[src/rtl/fifo_write.sv]
// fifo_write: serialises one parallel frame byte-by-byte into a TX FIFO,
// optionally followed by an XOR checksum, under the fs/fd level handshake.
module fifo_write #(
   parameter int BYTE_NUM = 12,
   parameter bit CHK_EN = 1'b1
) (
   input  logic                    clk,
   input  logic                    rst,
   input  logic                    err,
   input  logic [0:BYTE_NUM*8-1]   data,
   input  logic                    fifo_full,
   output logic [7:0]              fifo_txd,
   output logic                    fifo_txen,
   output logic [3:0]              state_fw,
   output logic                    abort,
   input  logic                    fs,
   output logic                    fd
);
   localparam logic [2:0] IDLE = 3'd0;
   localparam logic [2:0] LOAD = 3'd1;
   localparam logic [2:0] WORK = 3'd2;
   localparam logic [2:0] CHK  = 3'd3;
   localparam logic [2:0] LAST = 3'd4;
   localparam logic [7:0] LAST_ADDR = 8'(BYTE_NUM - 1);
   logic [2:0] state;
   logic [7:0] addr;
   logic [7:0] chk;
   // Byte 0 of the latched frame always sits at the head; it shifts on each write.
   logic [0:BYTE_NUM*8-1] frame;
   always_comb begin
      fifo_txd = state == WORK ? frame[0:7] : state == CHK ? chk : 8'h00;
      fifo_txen = (state == WORK || state == CHK) && !fifo_full && !err;
      fd = state == LAST;
      state_fw = {1'b0, state};
   end
   always_ff @(posedge clk) begin
      if (rst) begin
         state <= IDLE;
         addr <= 8'd0;
         chk <= 8'h00;
         frame <= '0;
         abort <= 1'b0;
      end else begin
         case (state)
            IDLE: if (fs) state <= LOAD;
            LOAD: begin
               frame <= data;
               addr <= 8'd0;
               chk <= 8'h00;
               abort <= err;
               state <= err ? LAST : WORK;
            end
            WORK: begin
               if (err) begin
                  abort <= 1'b1;
                  state <= LAST;
               end else if (fifo_txen) begin
                  addr <= addr + 8'd1;
                  chk <= chk ^ frame[0:7];
                  frame <= frame << 8;
                  if (addr == LAST_ADDR) state <= CHK_EN ? CHK : LAST;
               end
            end
            CHK: begin
               if (err) begin
                  abort <= 1'b1;
                  state <= LAST;
               end else if (fifo_txen) begin
                  state <= LAST;
               end
            end
            LAST: if (!fs) state <= IDLE;
            default: state <= IDLE;
         endcase
      end
   end
endmodule

[config.mk]
export PLATFORM = sky130hd
export DESIGN_NAME = fifo_write
export DESIGN_NICKNAME = d
export VERILOG_FILES = /design/src/rtl/fifo_write.sv
export SDC_FILE = /design/constraint.sdc
export NUM_CORES = 1
export LEC_CHECK = 0
export BUFFER_PORTS_ARGS = -buffer_cell sky130_fd_sc_hd__buf_2
export CAP_MARGIN = 20
export CORE_UTILIZATION = 56
export CTS_CLUSTER_DIAMETER = 80
export CTS_CLUSTER_SIZE = 8
export DETAILED_ROUTE_END_ITERATION = 12
export HOLD_SLACK_MARGIN = 0.05
export PLACE_DENSITY = 0.9
export SYNTH_ARGS = -nofsm -noshare
export SYNTH_HDL_FRONTEND = slang
export SYNTH_SLANG_ARGS = --single-unit
[constraint.sdc]
create_clock -name clk -period 2.2 [get_ports clk]
set_input_delay 0.33 -clock clk [delete_from_list [all_inputs] [get_ports clk]]
set_output_delay 0.33 -clock clk [all_outputs]
set_load 0.02 [all_outputs]
[After elaboration in Yosys (flattened, before gate mapping)]
Cells that the tools add are included.
Word-level totals
  bits in registers: 116
  latch bits: 0
  RAM bits: 0
  memory bits (read-only): 0
  output and inout port bits: 15
  word-level logic and storage cells: 54
  memories kept: 0
Cells by class
  add/sub/neg operators: 1
  multipliers: 0
  div/mod/pow operators: 0
  $lt $le $gt $ge: 0
  equality and inequality tests: 13
  shift-type cells: 0
  mux-type cells: 22
  bitwise operators: 1
  reductions and logical operators: 12
Operator list (number)
  two-way mux 96 bit: 2
  case mux 96 bit (2 select lines): 1
  two-way mux 8 bit: 6
  case mux 8 bit (2 select lines): 2
  two-way mux 3 bit: 8
  case mux 3 bit (5 select lines): 1
  adder 8 x 1 -> 8 bit, second input constant: 1
  equality test 8 x 4 -> 1 bit, second input constant: 1
  != test 2 bit, second input constant: 4
  XOR 8 bit: 1
  equality test 3 x 2 -> 1 bit, second input constant: 2
  != test 3 bit, second input constant: 2
  AND reduction 5 bit: 1
  nonzero test 2 bit: 2
  equality test 3 x 1 -> 1 bit, second input constant: 1
  equality test 3 bit, second input constant: 1
  zero test 3 bit: 1
  != test 3 x 2 -> 1 bit, second input constant: 1
  AND reduction 3 bit: 1
  logical AND 1 bit: 2
  zero test 1 bit: 2
  != test 2 x 1 -> 1 bit, second input constant: 1
  case mux 1 bit (2 select lines): 1
  AND reduction 2 bit: 1
  3 further kinds: 3

[Longest topological paths before layout]
  depth in word-level cells: 7
  depth in mapped cells: 8
  depth with buffers taken out: 4

[Worst setup path after synthesis]
Ideal clock, no wire load.
  path type: register -> output
  from: reg state[1]
  to: out fifo_txen
  arrival time: 1.652 ns
  data required time: 1.870 ns
  path slack: 0.218 ns
  stages on the path, launching flop included: 7
  buffers on the path: 4
  cell sequence: dfxtp_1 > buf_2 > nand2b_1 > buf_4 > buf_2 > buf_2 > nor3_1
Between the ends
  cells in the longest elaborated chain, start to end: 4
  elaborated cells between the ends (all ways): 5
  those cells by class: 2 x eq/ne; 3 x reduce/logical
RTL lines
  from (decl): RTL line 25  | logic [2:0] state;
  from (signal assigned): RTL line 51  | state <= err ? LAST : WORK;
  from (signal assigned): RTL line 61  | if (addr == LAST_ADDR) state <= CHK_EN ? CHK : LAST;
  equality test 3 x 2 -> 1 bit: RTL line 32  | fifo_txen = (state == WORK || state == CHK) && !fifo_full && !err;
  logical OR 1 bit (*): RTL line 32
  logical AND 1 bit (*) (2 in series): RTL line 32
  to (decl): RTL line 13  | output logic fifo_txen,
Every way passes the cells marked *; elsewhere a longest branch is shown, timed or not.

[Worst setup path after layout]
  from: reg state[0]
  to: out fifo_txd[1]
Between the ends
  cells in the longest elaborated chain, start to end: 3
  elaborated cells between the ends (all ways): 4
  those cells by class: 2 x eq/ne; 2 x mux
RTL lines
  equality test 3 x 2 -> 1 bit: RTL line 31  | fifo_txd = state == WORK ? frame[0:7] : state == CHK ? chk : 8'h00;
  two-way mux 8 bit: RTL line 31
  two-way mux 8 bit (*): RTL line 31
  to (decl): RTL line 12  | output logic [7:0] fifo_txd,
Marked as above.

==> flow_metrics.env <==
export IMPL_outcome="completed"
export IMPL_worst_hold_path_endpoint="frame[87]"
export IMPL_reg2reg_depth=5
export IMPL_num_rows=37
export IMPL_synth_most_common_cell="dfxtp_1"
export IMPL_cts_root_buf="clkbuf_8"
export IMPL_synthTopCellsByArea="dfxtp_1 39%, a311oi_2 15%, o21ai_0 8.4%"
export IMPL_worstHoldPathType="input port to flop"
export IMPL_power_density_nw_per_um2=1400
export IMPL_fin_setup_tns_ns=0
export IMPL_drt_pass1_iterations=5
export IMPL_hold_viol_final=0
export IMPL_routed_via_density=6.02
export IMPL_max_slew_worst_pin_slew_ns=0.751
export IMPL_drt_iter0_markers=498
export IMPL_drcViolationCount=0
export IMPL_num_vias=5443
export IMPL_path_max_fanout=55
export IMPL_async_flop_share=0
export IMPL_grt_pass1_vias=5208
export IMPL_rsz0062_at_grt="false"
export IMPL_die_y_um=105
export IMPL_synthDistinctLibCells=40
export IMPL_finalCritPeriodShare=0.945
export IMPL_fill_cells=766
export IMPL_place_congestion=0.819
export IMPL_synth_top_family_by_area="compound AO/OA/AOI/OAI gates"
export IMPL_synth_xor_area_frac=0.00293
export IMPL_end_kind="output pin"
export IMPL_gr_usage_all_layers=0.274
export IMPL_area_delta_synth_final_pct=19.0
export IMPL_overflow=0
export IMPL_setup_violations=0
export IMPL_yosys_warnings=0
export IMPL_r2r_start="state[1]"
export IMPL_htree_levels=4
export IMPL_syn_area_um2=5970
export IMPL_max_slew_margin_rel=0.499
export IMPL_coreArea_um2=10300
export IMPL_ys_top_cells_by_count="116 x dfxtp_1, 100 x o21ai_0, 94 x nand2_1, 60 x a311oi_2, 60 x nor2_2"
export IMPL_synth_edf_count=0
export IMPL_min_from="rst"
export IMPL_die_w_um=105
export IMPL_cts_buffer_depth=2
export IMPL_synth_compound_area_share=0.307
export IMPL_start_util=0.579
export IMPL_drive_gt1_frac=0.382
export IMPL_regToRegSetupSlack_ns=0.20
export IMPL_maxCapViolCount=0
export IMPL_ctsHoldBuffers=0
export IMPL_wire_per_inst_um=16.7
export IMPL_ys_seq_area_frac=0.389
export IMPL_clock_fmax_ghz=0.481
export IMPL_syn_inst=675
export IMPL_timing_hold_ws_ns=0.0686
export IMPL_ios=116
export IMPL_final_nets=857
export IMPL_leakage_nw=2.47
export IMPL_grt_max_degree=58
export IMPL_synth_top_area_share=0.389
export IMPL_dpl_hpwl_mm=9.45
export IMPL_cts_buffers=17
export IMPL_vdd_drop_max_mv=0.798
export IMPL_routed_wl_mm=15.1
export IMPL_r2r_end="chk[0]"
export IMPL_multi_input_area_um2=3190
export IMPL_utilization=0.688
export IMPL_required_ns=1.87
export IMPL_synth_simple_area_share=0.197
export IMPL_hold_path_cell_count=2
export IMPL_critPathArrivalTime_ns=1.75
export IMPL_start_kind="flop"
export IMPL_synthAdderAreaFrac=0.00209
export IMPL_ys_flop_type="dfxtp_1"
export IMPL_antennaDiodeCount=0
export IMPL_synthMuxAreaShare=0.0203
export IMPL_yosysTopAreaCell="dfxtp_1"
export IMPL_clk_latency_ns=0.51
export IMPL_place_port_buffers=114
export IMPL_synth_net_count=777
export IMPL_die_area_um2=11100
export IMPL_tritoncts="done"
export IMPL_period_minus_slack_ns=2.08
export IMPL_fin_worst_skew_ns=0.00823
export IMPL_antenna_found_initial=0
export IMPL_avgSynthCellArea_um2=8.85
export IMPL_postCtsSetupBuffers=0
export IMPL_slew_viol_final=0
export IMPL_seq_area_um2=2330
export IMPL_cts_sinks=116
export IMPL_path_class="flop to output pin"
export IMPL_grt_pass1_wl_mm=24.4
export IMPL_ant_nets=0
export IMPL_clk_pin_slew_ns=0.06
export IMPL_ys_ff_latch=116
==> sequential cells by signal, summed over array words and instances, names as in the netlist <==
register	cells
frame	96
addr	8
chk	8
state	3
abort	1
==> per-layer routing <==
metal  part of all wire  up-vias  wire, um  track usage
li1                   -     2585         -            -
met1               0.40     2606      6100        0.332
met2               0.52      211      7810        0.476
met3              0.052       41       784       0.0507
met4              0.026        0       390        0.118
met5                  0        -         0            0
==> report_power, final <==
group / switching [mW] / internal, mW
Clock: 1.01 / 1.73
Sequential: 0.535 / 2.85
Combinational: 2.33 / 1.52
==> logic make-up after synthesis <==
kind of cell / after synthesis
multiplexers: 12
buffers and inverters: 82
flip-flops: 116
AO/OA/AOI/OAI: 217
XOR/XNOR: 2
other: 1
AND/OR/NAND/NOR: 244
adder cells (fa/ha/maj): 1
==> worst max-delay path: stages, from the launching register on <==
cell and delay, ns:
dfxtp_4 0.39, buf_6 0.35, mux2i_1 0.27, nor2_1 0.05, buf_2 0.15
==> area by class of cell <==
| cell class | instances | share of cell area |
|---|---|---|
| Clock buffer | 17 | 0.0583 |
| Sequential cell | 116 | 0.328 |
| Timing Repair Buffer | 131 | 0.110 |
| Clock inverter | 15 | 0.0257 |
| Multi-Input combinational cell | 478 | 0.449 |
| Inverter | 11 | 0.00581 |
| Tap cell | 136 | 0.0239 |
==> how the worst max path moves through the flow <==
stage / endpoint / depth (start not counted) / from
6_report: fifo_txd[1] / 4 / state[0]
5_1_grt: fifo_txd[1] / 4 / state[0]
4_1_cts: fifo_txd[1] / 4 / state[0]
3_5_place_dp: chk[0] / 5 / state[1]
3_3_place_gp: addr[5] / 4 / state[1]
2_1_floorplan: fifo_txen / 6 / state[1]
==> cells in the final DEF, fill, tap and decap left out, types with 2 or more instances in the layout <==
cell type	netlist	layout
a21oi_1	13	13
a22oi_1	8	8
a311oi_1	28	28
a311oi_2	60	60
buf_12	7	6
buf_2	15	113
buf_4	10	11
bufinv_16	0	3
clkbuf_16	0	16
clkinv_2	0	3
clkinv_4	0	6
dfxtp_1	116	113
dfxtp_2	0	2
inv_1	11	11
inv_6	0	2
mux2i_1	11	11
nand2_1	94	94
nand3_1	3	3
nand4_1	2	2
nor2_1	53	53
nor2_2	60	60
nor2b_1	4	4
nor3_1	6	6
nor4_1	2	2
o211ai_1	2	2
o21ai_0	100	100
or3_1	10	10
or4_1	3	3
xor2_1	2	2
==> metrics by stage <==
step	area (um2)	cells	power (mW)	worst slack, ns
after floorplan	5970	675	6.61	0.218
after global placement	6490	871	6.91	0.292
after detailed placement	6490	871	7.15	0.193
after CTS	7090	903	9.95	0.00260
after global routing	7110	904	10.6	0.0317
final	7110	904	9.98	0.120
==> repair_timing <==
item,CTS,global route
endpoints found under the setup margin,8,8
gates cloned,0,1
gates resized for setup,1,2
No activity file was read; power rests on OpenSTA's default activity.
